### src/rtl/chroma_phase_gen.sv
// Chroma phase/amplitude generator feeding the sine LUT: subcarrier phase accumulator,
// per-line colour burst insertion, hue/saturation during active video, PAL V-switch.
module chroma_phase_gen #(
    parameter int ACC_WIDTH   = 32,
    parameter int CNT_WIDTH   = 11,
    parameter int BURST_START = 80,
    parameter int BURST_LEN   = 40,
    parameter int BURST_AMP   = 12
) (
    input  logic                 clk,
    input  logic                 rst_n,
    input  logic [ACC_WIDTH-1:0] phase_inc,
    input  logic                 pal_mode,
    input  logic                 line_start,
    input  logic                 frame_start,
    input  logic                 active,
    input  logic [4:0]           hue,
    input  logic signed [5:0]    saturation,
    output logic [4:0]           phase,
    output logic signed [5:0]    amplitude,
    output logic                 burst,
    output logic                 v_switch
);

    localparam logic [CNT_WIDTH-1:0] BURST_LO = CNT_WIDTH'(BURST_START);
    localparam logic [CNT_WIDTH-1:0] BURST_HI = CNT_WIDTH'(BURST_START + BURST_LEN);
    localparam logic signed [5:0]    BAMP     = 6'(BURST_AMP);

    logic [ACC_WIDTH-1:0] acc;
    logic [CNT_WIDTH-1:0] cnt;
    logic [ACC_WIDTH-1:0] inc_l;
    logic                 pal_l;
    logic                 vsw;

    logic [4:0]           acc_ph;
    logic                 in_burst;
    logic [4:0]           burst_off;
    logic [4:0]           hue_off;
    logic [4:0]           nxt_phase;
    logic signed [5:0]    nxt_amp;
    logic                 nxt_burst;

    // Counter resets to all-ones so no burst is emitted before the first line_start.
    always_ff @(posedge clk or negedge rst_n) begin
        if (!rst_n) begin
            acc   <= '0;
            cnt   <= '1;
            inc_l <= '0;
            pal_l <= 1'b0;
            vsw   <= 1'b0;
        end else begin
            acc <= frame_start ? '0 : acc + inc_l;

            if (line_start || frame_start)
                cnt <= '0;
            else if (cnt != '1)
                cnt <= cnt + CNT_WIDTH'(1);

            if (line_start) begin
                inc_l <= phase_inc;
                pal_l <= pal_mode;
            end

            if (frame_start)
                vsw <= 1'b0;
            else if (line_start)
                vsw <= pal_mode & ~vsw;
        end
    end

    always_comb begin
        acc_ph    = acc[ACC_WIDTH-1 -: 5];
        in_burst  = (cnt >= BURST_LO) && (cnt < BURST_HI);
        burst_off = !pal_l ? 5'd16 : (vsw ? 5'd20 : 5'd12);
        hue_off   = (pal_l && vsw) ? (~hue + 5'd1) : hue;

        nxt_phase = acc_ph;
        nxt_amp   = '0;
        nxt_burst = 1'b0;
        if (in_burst) begin
            nxt_phase = acc_ph + burst_off;
            nxt_amp   = BAMP;
            nxt_burst = 1'b1;
        end else if (active) begin
            nxt_phase = acc_ph + hue_off;
            nxt_amp   = saturation;
        end
    end

    always_ff @(posedge clk or negedge rst_n) begin
        if (!rst_n) begin
            phase     <= '0;
            amplitude <= '0;
            burst     <= 1'b0;
        end else begin
            phase     <= nxt_phase;
            amplitude <= nxt_amp;
            burst     <= nxt_burst;
        end
    end

    assign v_switch = vsw;

endmodule

### config.mk
export PLATFORM = sky130hd
export DESIGN_NAME = chroma_phase_gen
export DESIGN_NICKNAME = d
export VERILOG_FILES = /design/src/rtl/chroma_phase_gen.sv
export SDC_FILE = /design/constraint.sdc
export NUM_CORES = 1
export LEC_CHECK = 0
export CAP_MARGIN = 20
export CORE_ASPECT_RATIO = 0.9
export CORE_MARGIN = 2
export CORE_UTILIZATION = 35
export CTS_BUF_LIST = sky130_fd_sc_hd__clkbuf_4 sky130_fd_sc_hd__clkbuf_8
export CTS_CLUSTER_DIAMETER = 60
export CTS_CLUSTER_SIZE = 40
export DETAILED_ROUTE_END_ITERATION = 7
export HOLD_SLACK_MARGIN = 0.03
export SYNTH_ARGS = -nofsm -noshare
export SYNTH_HDL_FRONTEND = slang
export SYNTH_SLANG_ARGS = --single-unit
### constraint.sdc
create_clock -name clk -period 3.11 [get_ports clk]
set_input_delay 0.622 -clock clk [delete_from_list [all_inputs] [get_ports clk]]
set_output_delay 0.622 -clock clk [all_outputs]
set_load 0.1 [all_outputs]
==> flow_metrics.tcl <==
set metrics [dict create \
    io_pins 62 \
    grt_pass1_wl_um 18500 \
    grt.total_usage_pct 14.6 \
    setup_viol 0 \
    fin_util_pct 43.4 \
    cap_viol_max_count 0 \
    dr.pass1.iters 4 \
    grt_antenna_before_repair 0 \
    clock_power_share_pct 18.3 \
    drv_slew 0 \
    overflow 0 \
    drive_gt1_share_pct 18.3 \
    dpl.hpwl_um 7630 \
    min_period_over_period_pct 85.7 \
    seqPwrFrac_pct 31.5 \
    port_buffers 61 \
    worstSetupPathType "input pin to flop" \
    yosys-top-cells-count "dfrtp_1 (78), nor2_1 (64), ha_1 (39)" \
    critical_path_arrival_ns 2.92 \
    first_global_vias 3806 \
    areaGrowthSynthToFinish_pct 19.9 \
    postSynthAreaPerCell_um2 10.3 \
    drtAntennaViolNets 0 \
    netlist_instances 497 \
    startpoint_type "input pin" \
    max_freq_ghz 0.375 \
    fp.coreArea_um2 14200 \
    synth_seq_cells 89 \
    clock_sinks 89 \
    synth-edff-count 0 \
    internal_power_uw 2880 \
    vias 3774 \
    hold_violations 0 \
    cts.path.max_buffers 2 \
    antenna_cells 0 \
    seq_area_um2 2240 \
    cts_tree "yes" \
    multi_input_area_um2 2750 \
    wl_per_cell_um 14.0 \
    post_cts_buffers 0 \
    die_h_um 119 \
    synth_area_um2 5120 \
    synth_top_cells_by_area "dfrtp_1 (38%), ha_1 (9.5%), mux2_2 (7.7%)" \
    hold_path.class "input pin to asynchronous set/reset pin" \
    tightestPinTransition_ns 0.860 \
    finalClockSkew_ns 0.0132 \
    synth_nets 588 \
    peakVddDrop_mv 0.248 \
    p_leak_uw 0.00274 \
    start_util_pct 36.2 \
    p_comb_share_pct 50.2 \
    instances_no_fill 755 \
    ys.warnings.count 0 \
    synth_top_area_share_pct 38.1 \
    grt_setup_unrepaired "no" \
    dp.cells 739 \
    rows 41 \
    cts_hold_buf 0 \
    wl_um 10600 \
    nets 649 \
    async_flop_share_pct 100 \
    htree_levels 3 \
    insertion_delay_ns 0.38 \
    synth_cell_types 54 \
    cts-resized-gates 0 \
    drc 0 \
    holdWs_ns 0.153 \
    status "completed" \
    switching_share_pct 40.5 \
    dieArea_um2 15600 \
    yosysTopAreaCell "dfrtp_1" \
    cts-root-buf "clkbuf_8" \
    tns_ns 0 \
    cp.required_ns 3.37 \
    fin_crit_ns 2.67 \
    ys_seq_area_share_pct 43.8 \
    end_kind "flop" \
    clkTransAtPathRegs_ns 0.08 \
    place_congestion 0.851 \
    synth.most_common_cell "dfrtp_1" \
    relSlewSlack_pct 42.6 \
    crit_fanout 3 \
    post_drt_via_cell_ratio 5.00 \
    fill_cells 1382 \
    die_w_um 131 \
    drt_iter0_drc 200 \
    powerDensity_nw_per_um2 789 \
    synth_flop_cell "dfrtp_1" \
    cts_buffers 9 \
    power_switching_uw 1960 \
    grt_max_degree 87 \
]
==> layout by cell type, fill, tap and decap left out, types with 6 or more instances in the layout <==
| cell | count |
|---|---|
| ha_1 | 39 |
| a21oi_2 | 6 |
| dfrtp_1 | 78 |
| a21oi_1 | 26 |
| xor2_1 | 20 |
| mux2_2 | 35 |
| nor3_1 | 11 |
| nand3_1 | 7 |
| clkbuf_8 | 10 |
| nor2_1 | 64 |
| a21o_1 | 12 |
| a211oi_1 | 6 |
| o21ai_0 | 21 |
| dfstp_2 | 11 |
| nand2_1 | 37 |
| inv_1 | 18 |
| and3_1 | 10 |
| xnor2_1 | 21 |
| clkdlybuf4s50_1 | 46 |
| buf_4 | 17 |
==> critical path, stage by stage <==
cell and delay, ns:
clkdlybuf4s50_1 0.51, inv_1 0.05, ha_1 0.26, mux2_2 0.30, fa_1 0.43, a21o_1 0.17
a21oi_1 0.17, xnor2_1 0.13, o22ai_1 0.10, xor2_1 0.18
==> path summary, 6_finish.rpt <==
path	slack [ns]	end	startpoint	depth (start not counted)
worst max-delay path	0.44	phase[4]$_DFF_PN0_	hue[1]	10
worst min-delay path	0.15	acc[15]$_DFF_PN0_	rst_n	1
worst max register to register	0.50	acc[30]$_DFF_PN0_	inc_l[0]$_DFFE_PN0P_	11
worst min register to register	0.49	phase[4]$_DFF_PN0_	acc[31]$_DFF_PN0_	1
max in group asynchronous	2.14	cnt[6]$_DFFE_PN1P_	rst_n	3
min in group clk	0.49	phase[4]$_DFF_PN0_	acc[31]$_DFF_PN0_	1
==> logic make-up (layout without fill, tap and decap cells) <==
group | Yosys count | after routing | synth area share, %
simple gates | 145 | 145 | 12.5
compound gates | 110 | 110 | 15.3
flops | 89 | 89 | 43.8
fa+ha+maj | 42 | 42 | 10.7
xor+xnor | 41 | 41 | 7.01
mux | 37 | 37 | 8.21
buf+inv | 33 | 98 | 2.47
==> per-layer routing <==
metal | share of wire (%) | global-route usage [%] | routed length, um
met1 | 50 | 19.6 | 5290
met2 | 45 | 22.8 | 4730
met3 | 4.1 | 3.73 | 434
met4 | 1.4 | 5.10 | 145
met5 | 0 | 0 | 0
==> power groups by stage <==
stage | Combinational, uW | Sequential (uW) | Clock, uW
4_1_cts | 2430 | 1530 | 921
3_3_place_gp | 2370 | 1540 | 0
3_5_place_dp | 2410 | 1550 | 0
6_report | 2430 | 1530 | 887
5_1_grt | 2720 | 1550 | 982
2_1_floorplan | 1690 | 1770 | 0
==> registers in the layout, indices dropped and copies added (netlist names) <==
signal     count
burst          1
phase          5
pal_l          1
acc           32
inc_l         32
cnt           11
amplitude      6
v_switch       1
==> layout make-up <==
type | instances | area share, %
Tap cell | 193 | 3.93
Clock buffer | 12 | 2.49
Inverter | 18 | 1.10
Sequential cell | 89 | 36.5
Clock inverter | 3 | 1.06
Timing Repair Buffer | 65 | 10.1
Multi-Input combinational cell | 375 | 44.8
==> through the flow <==
step                power (uW)  cell area (um2)  setup WS (ns)
floorplan                 3460             5120          0.353
global placement          3910             5900         0.0952
detailed placement        3960             5900         0.0690
CTS                       4890             6110          0.464
global route              5250             6140          0.357
finish                    4840             6140          0.444
Note: power is estimated with default switching activity, not from simulation.
